<file path="src/rtl/kbd_scan_ctrl.sv">
// PS/2 keyboard receiver: synchronizes and filters k_clk/k_data, decodes
// 11-bit frames, and queues good scan codes in a small FIFO with sticky error flags.
module kbd_scan_ctrl #(
    parameter int unsigned FILT_LEN = 4,
    parameter int unsigned TIMEOUT  = 50000,
    parameter int unsigned DEPTH    = 8
) (
    input  logic                       clk,
    input  logic                       rst,
    input  logic                       k_clk,
    input  logic                       k_data,
    input  logic                       rd,
    input  logic                       clr,
    output logic [7:0]                 data,
    output logic                       valid,
    output logic [$clog2(DEPTH):0]     count,
    output logic                       interrupt,
    output logic                       err,
    output logic                       overflow
);
    localparam int unsigned AW = $clog2(DEPTH);
    localparam int unsigned CW = AW + 1;
    localparam int unsigned FW = $clog2(FILT_LEN + 1);
    localparam int unsigned TW = $clog2(TIMEOUT + 1);

    typedef enum logic [1:0] {ST_IDLE, ST_DATA, ST_PARITY, ST_STOP} state_t;

    logic          kc_s1_q, kc_s2_q, kd_s1_q, kd_s2_q;
    logic          filt_q, filt_d;
    logic [FW-1:0] fcnt_q, fcnt_d;
    logic          fall_q, fall_d;
    state_t        state_q, state_d;
    logic [2:0]    bit_cnt_q, bit_cnt_d;
    logic [7:0]    shift_q, shift_d;
    logic          par_q, par_d;
    logic [TW-1:0] tmo_q, tmo_d;
    logic          push_q, push_d;
    logic [7:0]    push_byte_q, push_byte_d;
    logic          frame_err;
    logic [7:0]    mem_q [DEPTH];
    logic [AW-1:0] wr_ptr_q, wr_ptr_d, rd_ptr_q, rd_ptr_d;
    logic [CW-1:0] count_q, count_d;
    logic          irq_q, irq_d, err_q, err_d, ovf_q, ovf_d;
    logic          full, empty, do_pop, do_push, ovf_evt;

    // The filtered level flips only after FILT_LEN consecutive differing samples.
    always_comb begin
        filt_d = filt_q;
        fcnt_d = '0;
        if (kc_s2_q != filt_q) begin
            if (fcnt_q == FW'(FILT_LEN - 1)) filt_d = kc_s2_q;
            else                             fcnt_d = fcnt_q + FW'(1);
        end
        fall_d = filt_q & ~filt_d;
    end

    always_comb begin
        state_d     = state_q;
        bit_cnt_d   = bit_cnt_q;
        shift_d     = shift_q;
        par_d       = par_q;
        tmo_d       = '0;
        push_d      = 1'b0;
        push_byte_d = push_byte_q;
        frame_err   = 1'b0;
        case (state_q)
            ST_IDLE: if (fall_q) begin
                if (!kd_s2_q) begin
                    state_d   = ST_DATA;
                    bit_cnt_d = '0;
                end else begin
                    frame_err = 1'b1;
                end
            end
            ST_DATA: if (fall_q) begin
                shift_d = {kd_s2_q, shift_q[7:1]};
                if (bit_cnt_q == 3'd7) state_d = ST_PARITY;
                else                   bit_cnt_d = bit_cnt_q + 3'd1;
            end
            ST_PARITY: if (fall_q) begin
                par_d   = kd_s2_q;
                state_d = ST_STOP;
            end
            ST_STOP: if (fall_q) begin
                state_d   = ST_IDLE;
                bit_cnt_d = '0;
                if ((^{shift_q, par_q}) && kd_s2_q) begin
                    push_d      = 1'b1;
                    push_byte_d = shift_q;
                end else begin
                    frame_err = 1'b1;
                end
            end
            default: state_d = ST_IDLE;
        endcase
        if (state_q != ST_IDLE && !fall_q) begin
            if (tmo_q == TW'(TIMEOUT - 1)) begin
                state_d   = ST_IDLE;
                bit_cnt_d = '0;
                frame_err = 1'b1;
            end else begin
                tmo_d = tmo_q + TW'(1);
            end
        end
    end

    // Simultaneous push and pop on a full FIFO writes into the slot being vacated.
    always_comb begin
        full     = (count_q == CW'(DEPTH));
        empty    = (count_q == '0);
        do_pop   = rd && !empty;
        do_push  = push_q && (!full || do_pop);
        ovf_evt  = push_q && full && !do_pop;
        wr_ptr_d = do_push ? wr_ptr_q + AW'(1) : wr_ptr_q;
        rd_ptr_d = do_pop  ? rd_ptr_q + AW'(1) : rd_ptr_q;
        case ({do_push, do_pop})
            2'b10:   count_d = count_q + CW'(1);
            2'b01:   count_d = count_q - CW'(1);
            default: count_d = count_q;
        endcase
        irq_d = do_push;
        err_d = (err_q & ~clr) | frame_err;
        ovf_d = (ovf_q & ~clr) | ovf_evt;
    end

    always_ff @(posedge clk) begin
        if (rst) begin
            kc_s1_q     <= 1'b1;
            kc_s2_q     <= 1'b1;
            kd_s1_q     <= 1'b1;
            kd_s2_q     <= 1'b1;
            filt_q      <= 1'b1;
            fcnt_q      <= '0;
            fall_q      <= 1'b0;
            state_q     <= ST_IDLE;
            bit_cnt_q   <= '0;
            shift_q     <= '0;
            par_q       <= 1'b0;
            tmo_q       <= '0;
            push_q      <= 1'b0;
            push_byte_q <= '0;
            wr_ptr_q    <= '0;
            rd_ptr_q    <= '0;
            count_q     <= '0;
            irq_q       <= 1'b0;
            err_q       <= 1'b0;
            ovf_q       <= 1'b0;
        end else begin
            kc_s1_q     <= k_clk;
            kc_s2_q     <= kc_s1_q;
            kd_s1_q     <= k_data;
            kd_s2_q     <= kd_s1_q;
            filt_q      <= filt_d;
            fcnt_q      <= fcnt_d;
            fall_q      <= fall_d;
            state_q     <= state_d;
            bit_cnt_q   <= bit_cnt_d;
            shift_q     <= shift_d;
            par_q       <= par_d;
            tmo_q       <= tmo_d;
            push_q      <= push_d;
            push_byte_q <= push_byte_d;
            wr_ptr_q    <= wr_ptr_d;
            rd_ptr_q    <= rd_ptr_d;
            count_q     <= count_d;
            irq_q       <= irq_d;
            err_q       <= err_d;
            ovf_q       <= ovf_d;
        end
    end

    always_ff @(posedge clk) begin
        if (!rst && do_push) mem_q[wr_ptr_q] <= push_byte_q;
    end

    assign data      = empty ? 8'h00 : mem_q[rd_ptr_q];
    assign valid     = !empty;
    assign count     = count_q;
    assign interrupt = irq_q;
    assign err       = err_q;
    assign overflow  = ovf_q;
endmodule
</file>
<file path="config.mk">
export PLATFORM = sky130hd
export DESIGN_NAME = kbd_scan_ctrl
export DESIGN_NICKNAME = d
export VERILOG_FILES = /design/src/rtl/kbd_scan_ctrl.sv
export SDC_FILE = /design/constraint.sdc
export NUM_CORES = 1
export LEC_CHECK = 0
export BUFFER_PORTS_ARGS = -buffer_cell sky130_fd_sc_hd__buf_2
export CORE_MARGIN = 3
export CORE_UTILIZATION = 57
export DETAILED_ROUTE_END_ITERATION = 16
export PLACE_DENSITY = 0.78
export SLEW_MARGIN = 20
export SYNTH_ARGS = -nofsm -noshare
export SYNTH_HDL_FRONTEND = slang
export SYNTH_SLANG_ARGS = --single-unit
export TNS_END_PERCENT = 20
</file>
<file path="constraint.sdc">
create_clock -name clk -period 3 [get_ports clk]
set_input_delay 0.15 -clock clk [delete_from_list [all_inputs] [get_ports clk]]
set_output_delay 0.15 -clock clk [all_outputs]
set_load 0.02 [all_outputs]
</file>
==> reports/results.tsv <==
stage	metric	value	unit
cts	Root Driver	clkbuf_8	
die	I/O Pins	22	
setup_path	Worst EP arrival	2.96	ns
sta	slew margin rel.	0.4397	
sta	Tcrit/Tclk final	0.8590	
drt	DRC errors left	0	
synthesis	post-synthesis sequential area ratio	0.6124	
placed_design	number of I/O port buffers	21	
synthesis	EDFF count, synth	64	
drt	final WL	8.923	mm
setup_path	worst-path cell chain	or3_1, o21ai_1, ha_1, xor2_1, ha_1, o21a_1, nor3_1, xnor2_1, nor2_1	
global_routing	number of global-route vias before repair	3182	
setup_path	reg2reg start	count[0]	
drt	Via Count	3145	
cells_and_area	ratio of cells with drive above 1 in the final layout	0.1785	
drt	Routed WL per cell	15.57	um
cts	Worst-path clk slew	0.06	ns
cells_and_area	NumNets Final	470	
setup_path	crit-path most repeated cell	ha_1	
die	Die ar.	10360	um2
synthesis	Synth Area per Inst	12.51	um2
placed_design	Placed Area	5436	um2
setup_path	worst stage delay on the critical path	0.45	ns
min_path	hold path depth	4	
global_routing	global-route wire length before repair	15.17	mm
cells_and_area	commonest non-fill, non-tap cells in the layout	67 x nor2_1, 64 x dfxtp_1, 64 x edfxtp_1, 29 x nand2_1, 21 x buf_2	
min_path	hold_sp	rd	
setup_path	reg-to-reg slack, setup	0.42	ns
global_routing	initial antenna violation count	0	
global_routing	grt ovf	0	
setup_path	worst reg2reg endpoint	count[2]	
setup_path	worst-case reg-to-reg path depth	9	
min_path	hold path endpoint	rd_ptr_q[2]	
job	total of max-cap violations	0	
cells_and_area	final instance area	6088	um2
cts	Worst-Skew Late Latency	0.51	ns
cells_and_area	FILL cells	605	
cts	TritonCTS Sinks	128	
die	die height	101.8	um
cts	CTS H-tree lvls	4	
drt	Post-DRT Antenna Nets	0	
synthesis	prevailing post-synth register cell	edfxtp_1	
cells_and_area	most common cell after layout, fill and taps aside	nor2_1	
placed_design	Post-Place Worst Slack	0.4202	ns
cells_and_area	# diodes	0	
die	starting density of the core	0.5939	
setup_path	CP max-delay cell	or3_1	
synthesis	synthesized cell area	5230	um2
cts	TritonCTS clock tree	done	
cts	Num CTS Buffers	17	
cells_and_area	area grow syn2layout	16.41	%
cts	Setup Fix Bufs, Post-CTS	0	
global_routing	GRT Util Overall	0.1939	
sta	RSZ-0062 raised after global routing	no	
synthesis	Cells after Synth	418	
sta	post-layout min period	2.577	ns
sta	max-slew violations	0	
die	Core Region	8806	um2
power_and_ir_drop	P per Cell Area	636.3	nW/um2
synthesis	Syn Nets	436	
drt	drt pass-1 iters	4	
sta	worst-margin pin slew	0.8373	ns
power_and_ir_drop	leakage power	2.214	nW
drt	Avg Vias per Cell	5.489	
global_routing	largest net degree at the start of global routing	36	
sta	setup tns final	0	ns
synthesis	Yosys reg bits	128	
die	FP Rows	34	
cts	post-CTS sizing	0	
setup_path	CP required	3.39	ns
sta	Fmax achieved	0.3880	GHz
setup_path	critical path launch point type	flop	
placed_design	DPL Wire Length	5.908	mm
outcome	status	complete, no violations	
sta	final setup fails	0	
die	Die X	101.8	um
drt	DRT iter0 DRCs	139	
setup_path	WS Path Type	flop to flop	
synthesis	Synth cell types	48	
setup_path	type of element capturing the critical path	flop	
power_and_ir_drop	worst vdd ir	0.3962	mV
sta	final hold slack	0.1057	ns
placed_design	placer congestion estimate	0.8211	
sta	Setup WS post-layout	0.4230	ns
setup_path	CP Max Fanout	8	
synthesis	yosys warns	0	
min_path	HP Class	input pin to flop	
cells_and_area	final core occ	0.6914	
sta	Final Hold Fails	0	
cts	CTS Buffer Depth	2	
sta	clock skew	0.006907	ns
synthesis	Post-synth ARST share	0	
-- worst max path at each step --
stage | startpoint | endpoint | slack (ns)
detailed placement | count[0] | mem_q[0][1] | 0.42
finish | count[0] | count[2] | 0.42
global route | count[0] | count[2] | 0.23
floorplan | count[0] | count[2] | 0.26
global placement | count[0] | count[2] | 0.53
CTS | count[0] | count[2] | 0.42
-- cell usage after synthesis, drive strengths merged, types with 5 or more instances --
cell type | instances | area (um2)
xor2 | 13 | 113.9
nor3 | 7 | 35.03
nor2 | 68 | 257.8
mux4 | 16 | 360.4
nand3 | 11 | 55.05
nand2 | 29 | 108.9
a21oi | 15 | 75.07
nand2b | 6 | 37.54
clkbuf | 8 | 30.03
mux2i | 20 | 212.7
dfxtp | 64 | 1281
inv | 15 | 56.30
ha | 12 | 150.1
and3 | 5 | 31.28
xnor2 | 13 | 113.9
buf | 5 | 26.27
edfxtp | 64 | 1922
-- layout make-up --
cell class / instances / area (um2) / area share
timing repair buffer: 28 / 167.7 / 0.02754
clock inverter: 15 / 187.7 / 0.03083
tap: 108 / 135.1 / 0.02219
inverter: 15 / 56.30 / 0.009248
multi-input combinational: 262 / 1924 / 0.3161
clock buffer: 17 / 414.1 / 0.06802
sequential: 128 / 3203 / 0.5261
-- routing by layer --
layer	routed length, um	vias to the layer above	GRT usage	share of wire
met3	240	10	0.05234	0.027
met1	4078	1523	0.2428	0.46
met2	4529	48	0.3214	0.51
met5	0	-	0	0
met4	74	0	0.07669	0.0083
li1	-	1564	-	-
-- registers in the layout, summed over array words and instances (netlist names), 2 cells and up, named ones only --
| signal | flops |
|---|---|
| count | 4 |
| rd_ptr_q | 3 |
| wr_ptr_q | 3 |
| push_byte_q | 8 |
| mem_q | 64 |
| tmo_q | 16 |
| state_q | 2 |
| shift_q | 8 |
| bit_cnt_q | 3 |
| fcnt_q | 3 |
-- stage by stage --
stage          instances  power, mW
2_1_floorplan        418      1.872
6_report             573      3.874
5_1_grt              573      3.995
4_1_cts              573      3.912
3_5_place_dp         537      1.882
3_3_place_gp         537      1.881
-- critical path: cells and delay by family (launching register included) --
kind,cells,cell delay (ns)
AO/OA/AOI/OAI,2,0.59
XOR/XNOR,2,0.25
flip-flops,1,0.38
adder cells (fa/ha/maj),2,0.56
AND/OR/NAND/NOR,3,0.68
-- kinds of logic (layout without fill, tap and decap cells) --
family / after synthesis / in the layout / share of synthesized area
buffers and inverters: 28 / 75 / 0.02153
AND/OR/NAND/NOR: 152 / 152 / 0.1354
multiplexers: 37 / 37 / 0.1117
AO/OA/AOI/OAI: 33 / 33 / 0.03780
XOR/XNOR: 28 / 28 / 0.05239
flip-flops: 128 / 128 / 0.6124
adder cells (fa/ha/maj): 12 / 12 / 0.02871
-- what timing repair did --
item / in CTS / in global routing
setup endpoints to repair: 0 / 0
endpoints found under the hold margin: 11 / 0
hold buffers: 4 / 0
-- power by group --
| group | total, mW | switching (mW) | internal (mW) |
|---|---|---|---|
| registers | 1.82 | 0.00180 | 1.82 |
| logic | 0.0249 | 0.0149 | 0.0100 |
| clock network | 2.03 | 0.753 | 1.27 |
| total | 3.87 | 0.770 | 3.10 |
(Power assumes the default switching activity.)
